`config.mk`:
```
export PLATFORM = sky130hd
export DESIGN_NAME = tdm_demux8_flat
export DESIGN_NICKNAME = d
export VERILOG_FILES = /design/src/rtl/tdm_pkg.sv /design/src/rtl/tdm_demux8_if.sv /design/src/rtl/tdm_slot_tracker.sv /design/src/rtl/tdm_demux8.sv /design/src/flat_wrapper.sv
export SDC_FILE = /design/constraint.sdc
export NUM_CORES = 1
export LEC_CHECK = 0
export BUFFER_PORTS_ARGS = -buffer_cell sky130_fd_sc_hd__buf_2
export CAP_MARGIN = 20
export CORE_MARGIN = 2
export CORE_UTILIZATION = 50
export CTS_CLUSTER_SIZE = 16
export DETAILED_ROUTE_END_ITERATION = 8
export PLACE_DENSITY = 0.78
export SLEW_MARGIN = 20
export SYNTH_ARGS = -nofsm -noshare
export SYNTH_HDL_FRONTEND = slang
export SYNTH_HIERARCHICAL = 1
export SYNTH_SLANG_ARGS = --single-unit
```
`constraint.sdc`:
```
create_clock -name clk -period 3.01 [get_ports clk]
set_input_delay 0.602 -clock clk [delete_from_list [all_inputs] [get_ports clk]]
set_output_delay 0.602 -clock clk [all_outputs]
set_load 0.02 [all_outputs]
```
`src/rtl/tdm_pkg.sv`:
```
// Shared constants, state encoding and lane-offset helper for the TDM demultiplexer.
package tdm_pkg;

  localparam int NUM_SLOTS = 8;
  localparam int SLOT_W    = 3;

  typedef enum logic {
    HUNT   = 1'b0,
    LOCKED = 1'b1
  } state_t;

  // Bit offset of channel k inside the packed frame word.
  function automatic int chan_lsb(input int k, input int width);
    return k * width;
  endfunction

endpackage

```
`src/rtl/tdm_demux8_if.sv`:
```
// Stream-in / frame-out bundle of the TDM demultiplexer.
// Handshake: din/frame_sync are consumed on every rising edge where din_valid=1 (no back-pressure);
// frame_valid and sync_err are single-cycle pulses with no acknowledge.
interface tdm_demux8_if #(
  parameter int WIDTH = 1
);
  import tdm_pkg::*;

  logic [WIDTH-1:0]           din;
  logic                       din_valid;
  logic                       frame_sync;
  logic [NUM_SLOTS*WIDTH-1:0] frame_data;
  logic                       frame_valid;
  logic                       locked;
  logic                       sync_err;
  logic [SLOT_W-1:0]          slot;
  state_t                     state;

  modport master (
    output din, din_valid, frame_sync,
    input  frame_data, frame_valid, locked, sync_err, slot, state
  );

  modport slave (
    input  din, din_valid, frame_sync,
    output frame_data, frame_valid, locked, sync_err, slot, state
  );

endinterface

```
`src/rtl/tdm_slot_tracker.sv`:
```
// Frame-alignment tracker: hunt/lock state machine, slot counter and flywheel miss counter.
module tdm_slot_tracker
  import tdm_pkg::*;
#(
  parameter int MISS_MAX = 3
) (
  input  logic              clk,
  input  logic              rst_n,
  input  logic              din_valid,
  input  logic              frame_sync,
  output logic [SLOT_W-1:0] slot,
  output logic              locked,
  output logic              accept,
  output logic              commit,
  output logic [SLOT_W-1:0] wr_idx,
  output logic              sync_err,
  output state_t            state
);

  localparam int MISS_W = $clog2(MISS_MAX + 1);

  state_t            state_q, state_d;
  logic [SLOT_W-1:0] slot_q, slot_d;
  logic [MISS_W-1:0] miss_q, miss_d, miss_inc;
  logic              sync_err_q, sync_err_d;

  assign miss_inc = miss_q + MISS_W'(1);

  always_ff @(posedge clk or negedge rst_n) begin
    if (!rst_n) begin
      state_q    <= HUNT;
      slot_q     <= '0;
      miss_q     <= '0;
      sync_err_q <= 1'b0;
    end else begin
      state_q    <= state_d;
      slot_q     <= slot_d;
      miss_q     <= miss_d;
      sync_err_q <= sync_err_d;
    end
  end

  always_comb begin
    state_d    = state_q;
    slot_d     = slot_q;
    miss_d     = miss_q;
    accept     = 1'b0;
    commit     = 1'b0;
    sync_err_d = 1'b0;
    wr_idx     = slot_q;
    if (din_valid) begin
      case (state_q)
        HUNT: begin
          if (frame_sync) begin
            accept  = 1'b1;
            wr_idx  = '0;
            slot_d  = SLOT_W'(1);
            miss_d  = '0;
            state_d = LOCKED;
          end
        end
        LOCKED: begin
          if (slot_q != '0) begin
            accept = 1'b1;
            if (frame_sync) begin
              // Marker arrived mid-frame: restart the frame on this sample.
              wr_idx     = '0;
              slot_d     = SLOT_W'(1);
              miss_d     = '0;
              sync_err_d = 1'b1;
            end else begin
              slot_d = slot_q + SLOT_W'(1);
              commit = (slot_q == SLOT_W'(NUM_SLOTS - 1));
            end
          end else if (frame_sync) begin
            accept = 1'b1;
            slot_d = SLOT_W'(1);
            miss_d = '0;
          end else if (miss_inc == MISS_W'(MISS_MAX)) begin
            state_d = HUNT;
            slot_d  = '0;
            miss_d  = '0;
          end else begin
            // Flywheel: trust the counter and take this sample as slot 0.
            accept = 1'b1;
            slot_d = SLOT_W'(1);
            miss_d = miss_inc;
          end
        end
        default: state_d = HUNT;
      endcase
    end
  end

  assign slot     = slot_q;
  assign locked   = (state_q == LOCKED);
  assign sync_err = sync_err_q;
  assign state    = state_q;

endmodule

```
`src/rtl/tdm_demux8.sv`:
```
// Eight-channel TDM demultiplexer: shadows slots 0..6 and commits a whole frame on slot 7.
module tdm_demux8
  import tdm_pkg::*;
#(
  parameter int WIDTH    = 1,
  parameter int MISS_MAX = 3
) (
  input  logic          clk,
  input  logic          rst_n,
  tdm_demux8_if.slave   bus
);

  logic                       accept;
  logic                       commit;
  logic [SLOT_W-1:0]          wr_idx;
  logic [WIDTH-1:0]           shadow_q [NUM_SLOTS-1];
  logic [NUM_SLOTS*WIDTH-1:0] frame_q;
  logic                       frame_valid_q;

  tdm_slot_tracker #(
    .MISS_MAX (MISS_MAX)
  ) u_tracker (
    .clk        (clk),
    .rst_n      (rst_n),
    .din_valid  (bus.din_valid),
    .frame_sync (bus.frame_sync),
    .slot       (bus.slot),
    .locked     (bus.locked),
    .accept     (accept),
    .commit     (commit),
    .wr_idx     (wr_idx),
    .sync_err   (bus.sync_err),
    .state      (bus.state)
  );

  // Slot 7 never lands in the shadow; it goes straight into the committed frame.
  always_ff @(posedge clk or negedge rst_n) begin
    if (!rst_n) begin
      for (int k = 0; k < NUM_SLOTS - 1; k++) shadow_q[k] <= '0;
      frame_q       <= '0;
      frame_valid_q <= 1'b0;
    end else begin
      frame_valid_q <= commit;
      if (accept && !commit) shadow_q[wr_idx] <= bus.din;
      if (commit) begin
        for (int k = 0; k < NUM_SLOTS - 1; k++)
          frame_q[chan_lsb(k, WIDTH) +: WIDTH] <= shadow_q[k];
        frame_q[chan_lsb(NUM_SLOTS - 1, WIDTH) +: WIDTH] <= bus.din;
      end
    end
  end

  assign bus.frame_data  = frame_q;
  assign bus.frame_valid = frame_valid_q;

endmodule

```
`src/flat_wrapper.sv`:
```
// flat-port wrapper written by rule: the top's interface ports become plain ports
module tdm_demux8_flat import tdm_pkg::*;
#(
  parameter int WIDTH    = 1,
  parameter int MISS_MAX = 3
)
  (clk, rst_n, bus_din, bus_din_valid, bus_frame_sync, bus_frame_data, bus_frame_valid, bus_locked, bus_sync_err, bus_slot, bus_state);
  tdm_demux8_if #(.WIDTH(WIDTH)) bus_i ();
  input  logic clk;
  input  logic rst_n;
  input wire logic [$bits(bus_i.din)-1:0] bus_din;
  input wire logic [$bits(bus_i.din_valid)-1:0] bus_din_valid;
  input wire logic [$bits(bus_i.frame_sync)-1:0] bus_frame_sync;
  output wire logic [$bits(bus_i.frame_data)-1:0] bus_frame_data;
  output wire logic [$bits(bus_i.frame_valid)-1:0] bus_frame_valid;
  output wire logic [$bits(bus_i.locked)-1:0] bus_locked;
  output wire logic [$bits(bus_i.sync_err)-1:0] bus_sync_err;
  output wire logic [$bits(bus_i.slot)-1:0] bus_slot;
  output wire logic [$bits(bus_i.state)-1:0] bus_state;
  assign bus_i.din = bus_din;
  assign bus_i.din_valid = bus_din_valid;
  assign bus_i.frame_sync = bus_frame_sync;
  assign bus_frame_data = bus_i.frame_data;
  assign bus_frame_valid = bus_i.frame_valid;
  assign bus_locked = bus_i.locked;
  assign bus_sync_err = bus_i.sync_err;
  assign bus_slot = bus_i.slot;
  assign bus_state = bus_i.state;
  tdm_demux8 #(.WIDTH(WIDTH), .MISS_MAX(MISS_MAX)) u_core (.clk(clk), .rst_n(rst_n), .bus(bus_i));
endmodule
```
# [Word-level counts from Yosys, hierarchy flattened]
# Index checks and enable logic that the tools add are counted.
[classes] bitwise=2 mux=31 shifts=0 n_reduce_logical=5 n_mul=0 magnitude_cmp=2 add_sub_neg=2 div_mod_pow=0 n_eq_ne=3
[op_table] operator="3-bit two-way mux" count=6
[op_table] operator="1-bit two-way mux" count=15
[op_table] operator="3-bit one-hot mux with 2 select lines" count=2
[op_table] operator="2-bit two-way mux" count=4
[op_table] operator="7-bit bitwise mux" count=1
[op_table] operator="4-bit greater-or-equal comparator, second input constant" count=1
[op_table] operator="4-bit by 1-bit less-than comparator with 1-bit output, second input constant" count=1
[op_table] operator="3-bit inverter with 4-bit output" count=1
[op_table] operator="2-bit one-hot mux with 2 select lines" count=1
[op_table] operator="3-bit by 1-bit adder with 3-bit output, second input constant" count=1
[op_table] operator="1-bit demux with 3-bit select" count=1
[op_table] operator="3-bit equality test, second input constant" count=1
[op_table] operator="3-bit nonzero test" count=1
[op_table] operator="2-bit by 1-bit adder with 2-bit output, second input constant" count=1
[op_table] operator="2-bit equality test, second input constant" count=1
[op_table] operator="1-bit logical AND" count=2
[op_table] operator="2-bit inequality test, second input constant" count=1
[op_table] operator="1-bit one-hot mux with 2 select lines" count=1
[op_table] operator="2-bit AND reduction" count=1
[op_table] operator="1-bit logical NOT" count=1
[op_table] operator="1-bit inverter" count=1
[word_totals] rom_bits=0 latch_bits=0 memories=0 register_bits=23 input_bits=5 ramBits=0

# [Longest topological paths before layout]
# Gate-level depths: netlist of run 1.
[depth] ltp_word=10 mapped_depth=10

# [By module]
# The synthesis of run 1 kept the hierarchy.
[modules_own_cells] mod="tdm_demux8" area_each_um2=666.9 cells_each=42 n_inst=1
[modules_own_cells] mod="tdm_slot_tracker" area_each_um2=436.7 cells_each=46 n_inst=1

# [Worst setup path after synthesis of run 1]
# No wires, ideal clock.
[synth_path] kind="register to register" start="reg u_core.u_tracker.slot_q[0] (netlist: u_core/u_tracker/slot[0])" end="reg u_core/shadow_q[1] in the netlist's numbering" t_arrival_ns=2.069 setup_ns=0.125 required_time_ns=2.885 slack_ns=0.817 path_buffers=1 period_less_slack_ns=2.193 stages_incl_launch_ff=11 cell_sequence="dfrtp_1 inv_1 ha_1 inv_1 o21ai_1 nor3b_1 and2_1 buf_6 nand3b_4 nor3b_1 mux2_2"
[synth_lines] item="from (decl)" line_no="tdm_slot_tracker.sv:23" rtl="logic [SLOT_W-1:0] slot_q, slot_d;"
[synth_lines] item="from (signal assigned)" line_no="tdm_slot_tracker.sv:37" rtl="slot_q <= slot_d;"
[synth_lines] item="3-bit equality test" line_no="tdm_slot_tracker.sv:73" rtl="commit = (slot_q == SLOT_W'(NUM_SLOTS - 1));"
[synth_lines] item="1-bit two-way mux" line_no="tdm_slot_tracker.sv:65" rtl="if (frame_sync) begin"
[synth_lines] item="1-bit two-way mux *" line_no="tdm_slot_tracker.sv:63" rtl="if (slot_q != '0) begin"
[synth_lines] item="1-bit two-way mux *" line_no="tdm_slot_tracker.sv:52" rtl="case (state_q)"
[synth_lines] item="1-bit two-way mux *" line_no="tdm_slot_tracker.sv:51" rtl="if (din_valid) begin"
[synth_lines] item="net u_core.commit" line_no="tdm_demux8.sv:14" rtl="logic commit;"
[synth_lines] item="1-bit logical NOT *" line_no="tdm_demux8.sv:44" rtl="if (accept && !commit) shadow_q[wr_idx] <= bus.din;"
[synth_lines] item="1-bit logical AND *" line_no="tdm_demux8.sv:44"
[synth_lines] item="to (signal, indexed assignment)" line_no="tdm_demux8.sv:44"
[synth_lines] item="to (decl)" line_no="tdm_demux8.sv:16" rtl="logic [WIDTH-1:0] shadow_q [NUM_SLOTS-1];"
# The timed path passes the listed nets; every way through them passes the cells marked *.
# A chain may end at the register's enable or synchronous reset.

# [Final worst setup path of run 1]
[layout_path] start="reg u_core.u_tracker.slot_q[0] (netlist: u_core/u_tracker/slot[0])" end="reg u_core/shadow_q[3] in the netlist's numbering"
# Same word-level chain as after synthesis.

==> metrics.txt, run 1 <==
status=completed; routed vias=727; Core ar.=2150 µm²; Residual DRC=0; largest net degree at the start of global routing=24; fmax=414 MHz; CP top delay family=simple AND/OR/NAND/NOR gates; Hold Path Class=in2async; total CTS buffers=3; pwr dens=808 nW/µm²; Setup TNS Final=0 ns; crit-path max cell delay=0.50 ns; Final Setup Violations=0; critical path class=reg2reg; Fin. Hold Viols=0; count of cell types in the netlist=32; WP data required=3.20 ns; Layout Nets=116; worst skew pair latency=0.30 ns; relative slew slack=64.9%; Mean Syn Cell Area=12.5 µm²; Pre-Repair DR Iteration Count=4; Synth area leaders=dfrtp_1 (52%), mux2_2 (14%), ha_1 (3.4%); crit path DAT=2.61 ns; Final Max Tran Viols=0; Synth Instances=88; CTS tree=yes; min Tclk post-route=2.41 ns; die width=51.0 µm; leakage=0.620 nW; Ports=20; Layout Utilization=57.4%; RSZ-0062 raised after global routing=false; DP HPWL=1290 µm; total wire length=1750 µm; Synth area leader=dfrtp_1; main flop type after synthesis=dfrtp_1; Initial Utilization=51.4%; Non-Filler Instances=135; EDFF count, synth=0; first-pass GRT wire length=2890 µm; postcts setup bufs=0; post-synthesis async set-or-reset flop share=100%; Mapped Area=1100 µm²; nature of the critical path startpoint=flop; Seq/Total Area, Yosys=52.2%; placed cell areas=1210 µm²; Avg Vias per Cell=5.39; Root Driver=clkbuf_4; slowest CP cell=and2_1; number of global-route vias before repair=682; Die Area=2600 µm²; CTS sink cnt=23; Hold Worst Slack=0.244 ns; gpl congestion=0.852; wire length per cell=13.0 µm; deepest clock path buffer count=2; max-cap check violation count=0; Inst Count DP=131; Clock Pin Slew Worst Setup and Hold Paths=0.13 ns; Die Y-Extent=51.0 µm; Warnings, synthesis=6; initial antenna violation count=0; CTS resizes=0; cts hold-fix bufs=0; Design Area, Final=1230 µm²; H-tree depth=1; n_diodes=0; layout overhead on the synthesized area=11.8%; Final Skew=0.00995 ns; critical path capture point type=flop; ANT nets after route=0; critical path fanouts, max=11; row cnt=17; Tcrit/Tclk final=80.2%; Yosys top cell area share=52.2%; Iteration-0 DRC Markers=9; layout cell share with drive strength beyond 1=39.3%; Fillers=191; Mapped Nets=96; Seq cells post-synth=23; GR Util All Layers=14.6%; VDD IR-drop max=0.329 mV; Slew @ Worst Pin=0.523 ns; I/O Buffers=19; grt ovf=0; worst path cell trace=inv_1, ha_1, inv_1, o21ai_1, nor3b_1, and2_1, nand3b_4, nor3b_1, mux2_2; Bufs and invs on worst path=2
[worst register-to-register path, delay by kind of cell (launching register included)]
family,cells,cell delay (ns)
multiplexers,1,0.29
adder cells (fa/ha/maj),1,0.25
flip-flops,1,0.43
AND/OR/NAND/NOR,4,1.07
AO/OA/AOI/OAI,1,0.08
buffers and inverters,2,0.18
[stage by stage]
step                power [mW]  setup WS (ns)
global route              1.07          0.372
global placement         0.849          0.713
finish                   0.997          0.597
detailed placement       0.866          0.651
CTS                       1.00          0.621
floorplan                0.764          0.817
[cells in the mapped netlist, types with 2 or more instances]
library cell	number
a21oi_1	5
o22ai_1	2
nand2_1	3
ha_1	3
mux2_2	14
nor3b_1	3
inv_1	6
dfrtp_1	23
nor2_1	3
mux2i_1	2
o21ai_0	2
nand3b_1	2
[power by group]
group | leakage, nW | internal [mW] | switching, mW | total [mW]
logic | 0.303 | 0.172 | 0.215 | 0.387
registers | 0.300 | 0.403 | 0.0687 | 0.472
clock network | 0.0177 | 0.0494 | 0.0889 | 0.138
total | 0.620 | 0.624 | 0.373 | 0.997
[registers in the layout, indices dropped and copies added, names as in the netlist]
signal                     flops
u_core/bus.frame_data          8
u_core/shadow_q                7
u_core/u_tracker/slot          3
u_core/u_tracker/miss_q        2
u_core/bus.frame_valid         1
u_core/u_tracker/locked        1
u_core/u_tracker/sync_err      1
[cells in the final DEF, fill, tap and decap left out, drive strengths merged, types with 3 or more instances in the layout]
cell	synthesis	layout
clkbuf	1	3
nand3b	4	4
nor3b	5	5
o21ai	3	3
nor2	3	3
inv	6	6
nand2	3	3
buf	3	19
mux2	15	15
ha	3	3
a21oi	5	5
dfrtp	23	23
[layout make-up]
class                      count  area, µm²  area share, %
sequential                    23        576           46.7
multi-input combinational     55        478           38.7
timing repair buffer          19       95.1           7.71
tap                           28       35.0           2.84
clock buffer                   3       22.5           1.83
inverter                       6       22.5           1.83
clock inverter                 1       5.00          0.406
[worst paths after layout]
kind	start	to	slack (ns)	cells past startpoint
max	u_core/u_tracker/slot[0]$_DFFE_PN0P_	u_core/shadow_q[3]$_DFFE_PN0P_	0.60	9
min	rst_n	u_core/u_tracker/slot[1]$_DFFE_PN0P_	0.24	1
max reg2reg	u_core/u_tracker/slot[0]$_DFFE_PN0P_	u_core/shadow_q[3]$_DFFE_PN0P_	0.60	9
min reg2reg	u_core/shadow_q[0]$_DFFE_PN0P_	u_core/shadow_q[0]$_DFFE_PN0P_	0.50	1
max in group asynchronous	rst_n	u_core/shadow_q[5]$_DFFE_PN0P_	2.42	1
min in group clk	u_core/shadow_q[0]$_DFFE_PN0P_	u_core/shadow_q[0]$_DFFE_PN0P_	0.50	1
[metal layers]
| layer | routed length [µm] | track usage (%) |
|---|---|---|
| met2 | 886 | 25.1 |
| met3 | 49 | 1.75 |
| met4 | 12 | 5.41 |
| met1 | 803 | 18.8 |
| met5 | 0 | 0 |
[kinds of logic (layout without fill, tap and decap cells)]
group | Yosys count | after routing | synth area share [%]
buf+inv | 10 | 29 | 4.53
compound gates | 16 | 16 | 9.07
fa+ha+maj | 3 | 3 | 3.40
simple gates | 19 | 19 | 13.7
mux | 17 | 17 | 17.1
flops | 23 | 23 | 52.2
(Power assumes the default switching activity.)
==> inputs of run 2 (changes only) <==
--- a/config.mk
+++ b/config.mk
@@ -5,13 +5,14 @@
 export SDC_FILE = /design/constraint.sdc
 export NUM_CORES = 1
 export LEC_CHECK = 0
+export ABC_AREA = 1
 export BUFFER_PORTS_ARGS = -buffer_cell sky130_fd_sc_hd__buf_2
 export CAP_MARGIN = 20
 export CORE_MARGIN = 2
 export CORE_UTILIZATION = 50
 export CTS_CLUSTER_SIZE = 16
 export DETAILED_ROUTE_END_ITERATION = 8
-export PLACE_DENSITY = 0.78
+export PLACE_DENSITY = 0.77
 export SLEW_MARGIN = 20
 export SYNTH_ARGS = -nofsm -noshare
 export SYNTH_HDL_FRONTEND = slang
==> constraint.sdc (replaced) <==
create_clock -name clk -period 2.45 [get_ports clk]
set_input_delay 0.49 -clock clk [delete_from_list [all_inputs] [get_ports clk]]
set_output_delay 0.49 -clock clk [all_outputs]
set_load 0.02 [all_outputs]
==> metrics.txt, run 2 <==
CP top delay family=compound AO/OA/AOI/OAI gates; min Tclk post-route=1.87 ns; routed vias=975; status=completed; Pre-Repair DR Iteration Count=5; area of the multi-input gates=502 µm²; CTS resizes=0; grt ovf=0; Bufs and invs on worst path=1; Final Setup Violations=0; leakage=0.763 nW; Design Area, Final=1310 µm²; Die Y-Extent=52.3 µm; max-cap check violation count=0; VDD IR-drop max=0.583 mV; Setup TNS Final=0 ns; Tcrit/Tclk final=76.3%; Avg Vias per Cell=4.95; row cnt=17; Reg-to-Reg Start=u_core/u_tracker/slot[0]$_DFFE_PN0P_; relative slew slack=59.2%; setup slack, reg-to-reg=0.58 ns; post-synthesis async set-or-reset flop share=100%; Yosys top cell area share=49.4%; WP data required=2.65 ns; Layout Nets=178; count of cell types in the netlist=20; Final Skew=0.00280 ns; Residual DRC=0; Synth area leaders=dfrtp_1 (49%), nand2_1 (20%), nand3_1 (6.9%); critical path fanouts, max=5; Final Max Tran Viols=0; Mapped Nets=156; n_diodes=0; CTS sink cnt=23; most common cell after layout, fill and taps aside=nand2_1; most frequent cells in the layout=nand2_1 (62), dfrtp_1 (23), buf_2 (19), nand3_1 (16), nor2_1 (12); top cells by count, synth=nand2_1 (62), dfrtp_1 (23), nand3_1 (16); fmax=535 MHz; Synth Instances=148; r2r endpoint=u_core/shadow_q[1]$_DFFE_PN0P_; Mapped Area=1170 µm²; critical path class=reg2reg; total CTS buffers=3; H-tree depth=1; deepest clock path buffer count=2; I/O Buffers=19; Ports=20; Seq/Total Area, Yosys=49.4%; Warnings, synthesis=6; main flop type after synthesis=dfrtp_1; initial antenna violation count=0; Initial Utilization=52.7%; Seq cells post-synth=23; Slew @ Worst Pin=0.612 ns; Hold Path Class=in2async; critical path capture point type=flop; grt met3 use=5.14%; crit-path max cell delay=0.52 ns; total wire length=2070 µm; top-count cell post-synth=nand2_1; EDFF count, synth=0; grt peak-use layer=met2; placed cell areas=1280 µm²; Synth area leader=dfrtp_1; die width=52.3 µm; Layout Utilization=59.1%; Iteration-0 DRC Markers=35; Worst Reg-to-Reg Cells=7; crit path DAT=2.07 ns; number of global-route vias before repair=859; DP HPWL=1560 µm; GR Util All Layers=18.5%; layout cell share with drive strength beyond 1=21.3%; crit-path most repeated cell=nand3_2; worst path cell trace=inv_1, ha_1, nand3_2, a21oi_1, nand3_2, o21ai_1, nand2_1; postcts setup bufs=0; Mean Syn Cell Area=7.88 µm²; Root Driver=clkbuf_4; Sequential Area=576 µm²; gpl congestion=0.882; Fin. Hold Viols=0; pwr dens=735 nW/µm²; ANT nets after route=0; slowest CP cell=a21oi_1; RSZ-0062 raised after global routing=false; wire length per cell=10.5 µm; first-pass GRT wire length=3710 µm; Die Area=2730 µm²; Fillers=197; max FFs per register=8; Clock Pin Slew Worst Setup and Hold Paths=0.12 ns; met2 Use GR=27.5%; CTS tree=yes; largest net degree at the start of global routing=24; nature of the critical path startpoint=flop; worst skew pair latency=0.30 ns; cts hold-fix bufs=0; layout overhead on the synthesized area=12.1%; met1 Use GR=25.8%; Core ar.=2210 µm²
==> run 2: cell families (layout without fill, tap and decap cells) <==
logic type                 after synthesis  in the layout  share of synthesized area (%)
DFF                                     23             23                           49.4
buffers and inverters                   18             39                           7.62
AOI/OAI and AO/OA                        5              5                           2.36
adders and majority gates                3              3                           3.22
and+or+nand+nor                         99             99                           37.4
==> run 2: through the flow <==
stage          hold slack, ns  instances  setup WS (ns)  power (mW)
2_1_floorplan           0.194        148          0.702       0.723
3_3_place_gp            0.448        193          0.695       0.785
3_5_place_dp            0.453        193          0.627       0.798
4_1_cts                 0.138        197          0.597       0.970
5_1_grt                 0.146        197          0.416        1.04
6_report                0.129        197          0.580       0.961
==> run 2: power by group <==
group | total, mW | leakage, nW | switching [mW] | internal (mW)
sequential | 0.507 | 0.305 | 0.0532 | 0.454
combinational | 0.284 | 0.440 | 0.187 | 0.0969
clock | 0.170 | 0.0177 | 0.109 | 0.0608
total | 0.961 | 0.763 | 0.349 | 0.611
==> run 2: how the worst max path moves through the flow <==
stage	cells past startpoint	endpoint	start	slack, ns
2_1_floorplan	7	u_core/shadow_q[1]$_DFFE_PN0P_	u_core/u_tracker/slot[0]$_DFFE_PN0P_	0.70
3_3_place_gp	7	u_core/shadow_q[1]$_DFFE_PN0P_	bus_din_valid	0.69
3_5_place_dp	7	u_core/shadow_q[1]$_DFFE_PN0P_	bus_din_valid	0.63
4_1_cts	7	u_core/shadow_q[1]$_DFFE_PN0P_	u_core/u_tracker/slot[0]$_DFFE_PN0P_	0.60
5_1_grt	7	u_core/shadow_q[1]$_DFFE_PN0P_	u_core/u_tracker/slot[0]$_DFFE_PN0P_	0.42
6_report	7	u_core/shadow_q[1]$_DFFE_PN0P_	u_core/u_tracker/slot[0]$_DFFE_PN0P_	0.58
==> run 2: routing by layer <==
layer | vias up | share of wire [%]
met5 | - | 0
met1 | 448 | 48
met3 | 2 | 3.7
met2 | 18 | 47
li1 | 507 | -
met4 | 0 | 0.68
==> run 2: final cells by class <==
type	count	area share (%)
clock buffer	3	1.72
clock inverter	1	0.383
inverter	15	4.98
multi-input combinational	107	38.4
sequential	23	44.0
tap	28	2.68
timing repair buffer	20	7.85
